`config.mk`:
```
export PLATFORM = sky130hd
export DESIGN_NAME = cordic_sched
export DESIGN_NICKNAME = d
export VERILOG_FILES = /design/src/rtl/cordic_sched_pkg.sv /design/src/rtl/cordic_sched_rr_arbiter.sv /design/src/rtl/cordic_sched.sv
export SDC_FILE = /design/constraint.sdc
export NUM_CORES = 1
export LEC_CHECK = 0
export CORE_MARGIN = 8
export CORE_UTILIZATION = 40
export CTS_BUF_LIST = sky130_fd_sc_hd__clkbuf_8
export DETAILED_ROUTE_END_ITERATION = 6
export PLACE_DENSITY_LB_ADDON = 0.25
export SETUP_SLACK_MARGIN = 0.15
export SYNTH_ARGS = -nofsm -noshare
export SYNTH_HDL_FRONTEND = slang
export SYNTH_SLANG_ARGS = --single-unit
```
`constraint.sdc`:
```
create_clock -name clk -period 4.1 [get_ports clk]
set_clock_uncertainty 0.05 [all_clocks]
set_input_delay 0.41 -clock clk [delete_from_list [all_inputs] [get_ports clk]]
set_output_delay 0.41 -clock clk [all_outputs]
set_load 0.005 [all_outputs]
```
`src/rtl/cordic_sched_pkg.sv`:
```
// Shared types and constants for the CORDIC request scheduler.
package cordic_sched_pkg;
  typedef enum logic [1:0] {IDLE, LOAD, BUSY, DONE} state_t;

  localparam int CORDIC_LAT_DEFAULT = 17;
  localparam int DATA_W             = 32;

  // Q2.30 reference angles
  localparam logic [DATA_W-1:0] Q_ZERO     = 32'h0000_0000;
  localparam logic [DATA_W-1:0] Q_PI_4     = 32'h3243_f6a9;
  localparam logic [DATA_W-1:0] Q_NEG_PI_4 = 32'hcdbc_0957;
endpackage

```
`src/rtl/cordic_sched_rr_arbiter.sv`:
```
// Combinational round-robin picker: first asserted request at or above ptr, wrapping.
module rr_arbiter #(
  parameter int N_REQ = 4,
  parameter int ID_W  = 2
) (
  input  logic [N_REQ-1:0] req,
  input  logic [ID_W-1:0]  ptr,
  output logic [N_REQ-1:0] grant
);
  logic            found;
  logic [ID_W-1:0] idx;

  // N_REQ is a power of two, so the ID_W-bit add wraps for free
  always_comb begin
    grant = '0;
    found = 1'b0;
    idx   = '0;
    for (int k = 0; k < N_REQ; k++) begin
      idx = ptr + ID_W'(k);
      if (!found && req[idx]) begin
        grant[idx] = 1'b1;
        found      = 1'b1;
      end
    end
  end
endmodule

```
`src/rtl/cordic_sched.sv`:
```
// Shares one fixed-latency CORDIC cosine engine among N_REQ requesters, round-robin.
module cordic_sched
  import cordic_sched_pkg::*;
#(
  parameter int N_REQ      = 4,
  parameter int ID_W       = 2,
  parameter int CORDIC_LAT = CORDIC_LAT_DEFAULT,
  parameter int CNT_W      = 5
) (
  input  logic                         clk,
  input  logic                         reset,
  input  logic [N_REQ-1:0]             req_valid,
  input  logic [N_REQ-1:0][DATA_W-1:0] req_angle,
  output logic [N_REQ-1:0]             req_ready,
  output logic                         resp_valid,
  input  logic                         resp_ready,
  output logic [ID_W-1:0]              resp_id,
  output logic [DATA_W-1:0]            resp_cos,
  output logic                         cordic_start,
  output logic [DATA_W-1:0]            cordic_angle,
  input  logic [DATA_W-1:0]            cordic_cos,
  output logic                         busy
);
  state_t              state, state_nxt;
  logic [ID_W-1:0]     rr_ptr, id_r, grant_id;
  logic [CNT_W-1:0]    cnt;
  logic [DATA_W-1:0]   angle_r;
  logic [N_REQ-1:0]    grant;
  logic                accept, last_cnt;

  rr_arbiter #(.N_REQ(N_REQ), .ID_W(ID_W)) u_arb (
    .req  (req_valid),
    .ptr  (rr_ptr),
    .grant(grant)
  );

  assign req_ready    = (state == IDLE && !reset) ? grant : '0;
  assign accept       = |(req_valid & req_ready);
  assign last_cnt     = (cnt == CNT_W'(CORDIC_LAT - 1));
  assign cordic_start = (state == LOAD);
  assign cordic_angle = angle_r;
  assign busy         = (state != IDLE);

  always_comb begin
    grant_id = '0;
    for (int i = 0; i < N_REQ; i++)
      if (grant[i]) grant_id = ID_W'(i);
  end

  always_comb begin
    state_nxt = state;
    case (state)
      IDLE:    if (accept)     state_nxt = LOAD;
      LOAD:                    state_nxt = BUSY;
      BUSY:    if (last_cnt)   state_nxt = DONE;
      DONE:    if (resp_ready) state_nxt = IDLE;
      default:                 state_nxt = IDLE;
    endcase
  end

  always_ff @(posedge clk) begin
    if (reset) state <= IDLE;
    else       state <= state_nxt;
  end

  // The engine has no done flag; cos_out is sampled purely on the cycle count
  always_ff @(posedge clk) begin
    if (reset) begin
      rr_ptr     <= '0;
      id_r       <= '0;
      angle_r    <= '0;
      cnt        <= '0;
      resp_valid <= 1'b0;
      resp_id    <= '0;
      resp_cos   <= '0;
    end else begin
      if (accept) begin
        angle_r <= req_angle[grant_id];
        id_r    <= grant_id;
      end
      case (state)
        LOAD: cnt <= '0;
        BUSY: begin
          cnt <= cnt + CNT_W'(1);
          if (last_cnt) begin
            resp_cos   <= cordic_cos;
            resp_id    <= id_r;
            resp_valid <= 1'b1;
          end
        end
        DONE: if (resp_ready) begin
          resp_valid <= 1'b0;
          rr_ptr     <= id_r + ID_W'(1);
        end
        default: ;
      endcase
    end
  end
endmodule

```
== Word level (Yosys, flattened, before mapping) ==
Cells that the tools add are included.

* Register bits: 78
* Logic and storage cells: 91
* Memory bits (writable): 0
* Memories kept: 0
* Output and inout port bits: 73
* Bits in read-only memories: 0
* Bits in latches: 0

* Muxes and demuxes: 37
* $add $sub $neg: 5
* Reduce and logical (&&, ||, !) cells: 21
* Order comparisons: 9
* Shift-type cells: 0
* $mul: 0
* Bitwise logic cells: 4
* Div/mod/pow operators: 0
* Equal/unequal tests: 7

{| class="wikitable"
|+ Operator list
! cell !! number
|-
| 32-bit binary-select mux with 2-bit select || 1
|-
| 32-bit two-way mux || 1
|-
| 4-bit two-way mux || 5
|-
| 2-bit by 3-bit < comparator with 1-bit output (second input constant) || 5
|-
| 1-bit two-way mux || 14
|-
| 4-bit OR || 3
|-
| 2-bit two-way mux || 5
|-
| 5-bit one-hot mux with 2 select lines || 1
|-
| 1-bit binary-select mux with 2-bit select || 4
|-
| 1-bit demux with 2-bit select || 4
|-
| 2-bit by 1-bit greater-or-equal comparator with 1-bit output (second input constant) || 4
|-
| 1-bit logical AND || 8
|-
| 2-bit one-hot mux with 4 select lines || 1
|-
| 2-bit inequality test (second input constant) || 3
|-
| 3-bit AND reduction || 2
|-
| 2-bit nonzero test || 3
|-
| 5-bit by 1-bit adder with 5-bit output (second input constant) || 1
|-
| 5-bit equality test (second input constant) || 1
|-
| 2-bit by 1-bit adder with 2-bit output (second input constant) || 2
|-
| 2-bit adder (second input constant) || 2
|-
| 4-bit bitwise AND || 1
|-
| 2-bit equality test (second input constant) || 2
|-
| 1-bit zero test || 4
|-
| 2-bit AND reduction || 2
|-
| other kinds (4) || 4
|}

== Logic depth before layout (Yosys ltp) ==
* Depth after elaboration: 17
* Mapped depth: 11
* Depth with buffers taken out: 9

== Hierarchy ==
From an unflattened synthesis, not the netlist that was laid out.

* Cells, all modules: 486
* Area total of the unflattened synthesis: 4171.5 µm²

{| class="wikitable"
|+ By module, submodules not included
! module !! times used !! cells each !! area an instance (µm²) !! sequential area each (µm²)
|-
| cordic_sched || 1 || 450 || 3833.7 || 1561.5
|-
| rr_arbiter || 1 || 36 || 337.8 || 0.0
|}

== Least setup slack after synthesis ==
No wires, ideal clock.

* Kind: register to output
* From: register rr_ptr[0]
* To: output req_ready[3]
* Stages on the path, launching flop included: 9
* Setup slack: 1.014 ns
* Arrival time: 2.626 ns
* Required time: 3.640 ns
* Cells stage by stage: dfxtp_1 > inv_1 > ha_1 > mux4_2 > or3b_1 > nand2_1 > a221oi_1 > clkbuf_1 > nor2_1

* Cells in the longest elaborated chain, start to end: 13
* Elaborated cells between the ends (all ways): 48
* Those cells by class: add/sub (3); order compare (8); mux (24); bitwise (3); reduce/logical (10)

{| class="wikitable"
|+ Ends and longest elaborated chain
! what !! RTL line !! source
|-
| from (decl) || cordic_sched.sv:25 || <nowiki>logic [ID_W-1:0] rr_ptr, id_r, grant_id;</nowiki>
|-
| from (signal assigned) || cordic_sched.sv:93 || <nowiki>rr_ptr <= id_r + ID_W'(1);</nowiki>
|-
| parallel branches: the longest is 11 deep, another holds 2-bit by 3-bit < comparator with 1-bit output || -- ||
|-
| 4-bit two-way mux * || cordic_sched_rr_arbiter.sv:20 || <nowiki>if (!found && req[idx]) begin</nowiki>
|-
| 4-bit two-way mux * || cordic_sched.sv:37 || <nowiki>assign req_ready = (state == IDLE && !reset) ? grant : '0;</nowiki>
|-
| to (decl) || cordic_sched.sv:14 || <nowiki>output logic [N_REQ-1:0] req_ready,</nowiki>
|}

Mark *: on every way between the ends. The select of a mux whose other input is x is not followed.

== Final worst setup path ==
* From: register rr_ptr[0]
* To: output req_ready[2]

The elaborated chain is that of the path after synthesis.

==> results.py <==
metrics = {
    "worst_setup_path": {
        "critical_path.endpoint_type": "output port",
        "start_kind": "flip-flop",
        "cp_max_fo": 9,
        "cp.arrival_ns": 3.29,
        "required_ns": 3.64,
        "path_cells": "inv_1 > ha_1 > or3b_1 > a2111o_1 > a31oi_1 > a211oi_4 > nor2_1 > clkdlybuf4s50_1",
        "reg2reg_slack_ns": 0.50,
        "criticalPathCategory": "flip-flop to output port",
        "slowest_stage": "clkdlybuf4s50_1",
        "cpLargestDelayFamily": "compound AO/OA/AOI/OAI gates",
        "crit_buf_inv": 2,
        "crit_path_max_incr_delay_ns": 0.55,
    },
    "cts": {
        "cts_inserted_buffers": 9,
        "cts.clk_slew.worst_paths_ns": 0.08,
        "clock_latency_ns": 0.34,
        "cts-root-buf": "clkbuf_8",
        "cts_tree": "yes",
        "clkSinkCount": 78,
        "cts_hold_buffers": 0,
        "clock_path_buffers": 2,
        "h-tree-depth": 3,
    },
    "place": {
        "placed_cell_area_mm2": 0.00675,
        "hpwl_um": 11900,
        "gp_congestion": 0.937,
        "io_buffers": 239,
    },
    "sta": {
        "fmax_mhz": 267,
        "final.period_utilization": 0.914,
        "drv_slew": 0,
        "hold_viol": 0,
        "period_minus_slack_ns": 3.75,
        "tightest_slew_ns": 1.18,
        "rsz0062_at_grt": "false",
        "holdWs_ns": 0.410,
        "setup_viol": 0,
        "slew_headroom": 0.214,
        "setup_tns_ns": 0,
    },
    "detailed_routing": {
        "first_pass_iters": 5,
        "via_per_inst": 5.39,
        "dr.first_iter.drc_count": 261,
        "routed_wirelength_um": 15700,
        "wire_per_inst_um": 17.5,
        "vias": 4833,
        "drt_drc_violations_left": 0,
        "drtAntennaViolNets": 0,
    },
    "synth": {
        "synth_edf_count": 0,
        "async_reset_ff_frac": 0,
        "netlist.area_leader.share": 0.367,
        "ys_ff_latch": 78,
        "avgSynthCellArea_um2": 7.90,
        "ys_seq_area_frac": 0.367,
        "yosysTopAreaCell": "dfxtp_1",
        "synth_area_leaders": "dfxtp_1 (37%), a311oi_1 (7.2%), nand2_1 (7.0%), a22oi_1 (5.8%), and3_1 (4.9%)",
        "yosys_most_used_dff": "dfxtp_1",
        "syn_area_mm2": 0.00425,
        "synthCells": 538,
        "synthDistinctLibCells": 46,
        "synthesis.nets": 718,
        "synth_warnings": 0,
    },
    "grt": {
        "grt_max_degree": 77,
        "grt_antenna_before_repair": 0,
        "grt_overflow": 0,
        "grt_pass1_wl_um": 24800,
        "top_usage_layer": "met2",
        "grt_pass1_vias": 4940,
        "track_usage": 0.212,
        "grt.met2_usage": 0.354,
        "grt_use_met1": 0.223,
        "use_met3": 0.0997,
    },
    "pwr": {
        "leakagePower_nw": 2.49,
        "powerDensity_mw_per_mm2": 407,
        "finalPower_mw": 2.86,
        "peakVddDrop_v": 0.000189,
    },
    "floorplanning": {
        "dieArea_mm2": 0.0142,
        "io-pin-count": 240,
        "start_util": 0.412,
        "die_y_um": 119,
        "die_w_um": 119,
        "rows": 37,
        "core-area_mm2": 0.0103,
    },
    "hold_path": {
        "holdCritPathClass": "flip-flop to flip-flop",
    },
    "final_layout": {
        "antennaDiodeCount": 0,
        "area_growth_pct": 65.0,
        "final_cell_mix": "clkdlybuf4s50_1 (238), nand2_1 (79), dfxtp_1 (77)",
        "finalNetCount": 936,
        "design_area_mm2": 0.00702,
        "final_util": 0.680,
        "drive_gt1_frac": 0.0526,
        "nFillCells": 873,
        "final_common_cell": "clkdlybuf4s50_1",
    },
    "job": {
        "drv_cap": 0,
    },
    "run_status": {
        "status": "completed",
    },
}
sequential cells by signal (all words and copies together), names as in the netlist:
| signal | count |
|---|---|
| state | 2 |
| rr_ptr | 2 |
| resp_valid | 1 |
| cnt | 5 |
| id_r | 2 |
| cordic_angle | 32 |
| resp_id | 2 |
| resp_cos | 32 |
cell type report:
class / count / area [um2] / area share
clock buffer: 10 / 138 / 0.0196
clock inverter: 6 / 92.6 / 0.0132
inverter: 15 / 56.3 / 0.00802
multi-input combinational: 403 / 2520 / 0.360
sequential: 78 / 1560 / 0.223
tap: 136 / 170 / 0.0242
timing repair buffer: 249 / 2470 / 0.353
cells in the mapped netlist (2+ instances only):
| library cell | number |
|---|---|
| nand3b_1 | 3 |
| a21oi_1 | 36 |
| a221oi_1 | 2 |
| clkbuf_1 | 32 |
| mux2i_1 | 2 |
| o21ai_1 | 12 |
| nand2b_1 | 9 |
| or3b_1 | 3 |
| mux4_2 | 3 |
| o21ai_0 | 25 |
| nand2_1 | 79 |
| nor2b_1 | 33 |
| and3_1 | 33 |
| nor2_1 | 48 |
| dfxtp_1 | 78 |
| a31oi_1 | 3 |
| a311oi_1 | 35 |
| xor2_1 | 4 |
| buf_2 | 10 |
| ha_1 | 13 |
| inv_1 | 15 |
| nand4_1 | 2 |
| a22oi_1 | 33 |
| nor3_1 | 3 |
worst min-delay path, cell delays in order (launching register included):
cell and delay, ns:
dfxtp_1 0.32, nand2_1 0.05, a21oi_1 0.05
timing repair:
item                                    4_1_cts  5_1_grt
gates resized for setup                       2        2
pin swaps                                     0        1
setup buffers                                 0        2
endpoints found under the setup margin        1        8
kinds of logic (layout without fill, tap and decap cells):
| logic type | after synthesis | after routing | synth area share |
|---|---|---|---|
| AND/OR/NAND/NOR | 221 | 221 | 0.257 |
| AO/OA/AOI/OAI | 159 | 159 | 0.254 |
| flip-flops | 78 | 78 | 0.367 |
| buffers and inverters | 57 | 280 | 0.0533 |
| adder cells (fa/ha/maj) | 13 | 13 | 0.0382 |
| XOR/XNOR | 5 | 5 | 0.0103 |
| multiplexers | 5 | 5 | 0.0206 |
worst paths after layout:
check	start	end	depth (start not counted)
worst max-delay path	rr_ptr[0]$_SDFFE_PP0P_	req_ready[2]	8
worst min-delay path	resp_cos[18]$_SDFFE_PP0P_	resp_cos[18]$_SDFFE_PP0P_	2
worst min register to register	resp_cos[18]$_SDFFE_PP0P_	resp_cos[18]$_SDFFE_PP0P_	2
worst max register to register	rr_ptr[1]$_SDFFE_PP0P_	cordic_angle[23]$_SDFFE_PP0P_	11
metal layers:
metal | share of wire | routed length (um)
met5 | 0 | 0
met4 | 0.033 | 516
met2 | 0.46 | 7280
met1 | 0.39 | 6120
met3 | 0.11 | 1750
power breakdown:
group,switching (mW),leakage (nW),internal (mW)
registers,0.0781,0.636,0.891
logic,0.573,1.75,0.657
clock network,0.295,0.110,0.364
stage by stage:
step	setup WS (ns)	instances
floorplan	1.01	538
global route	0.183	897
finish	0.351	897
detailed placement	0.354	879
global placement	0.490	879
CTS	0.159	895
(Power assumes the default switching activity.)
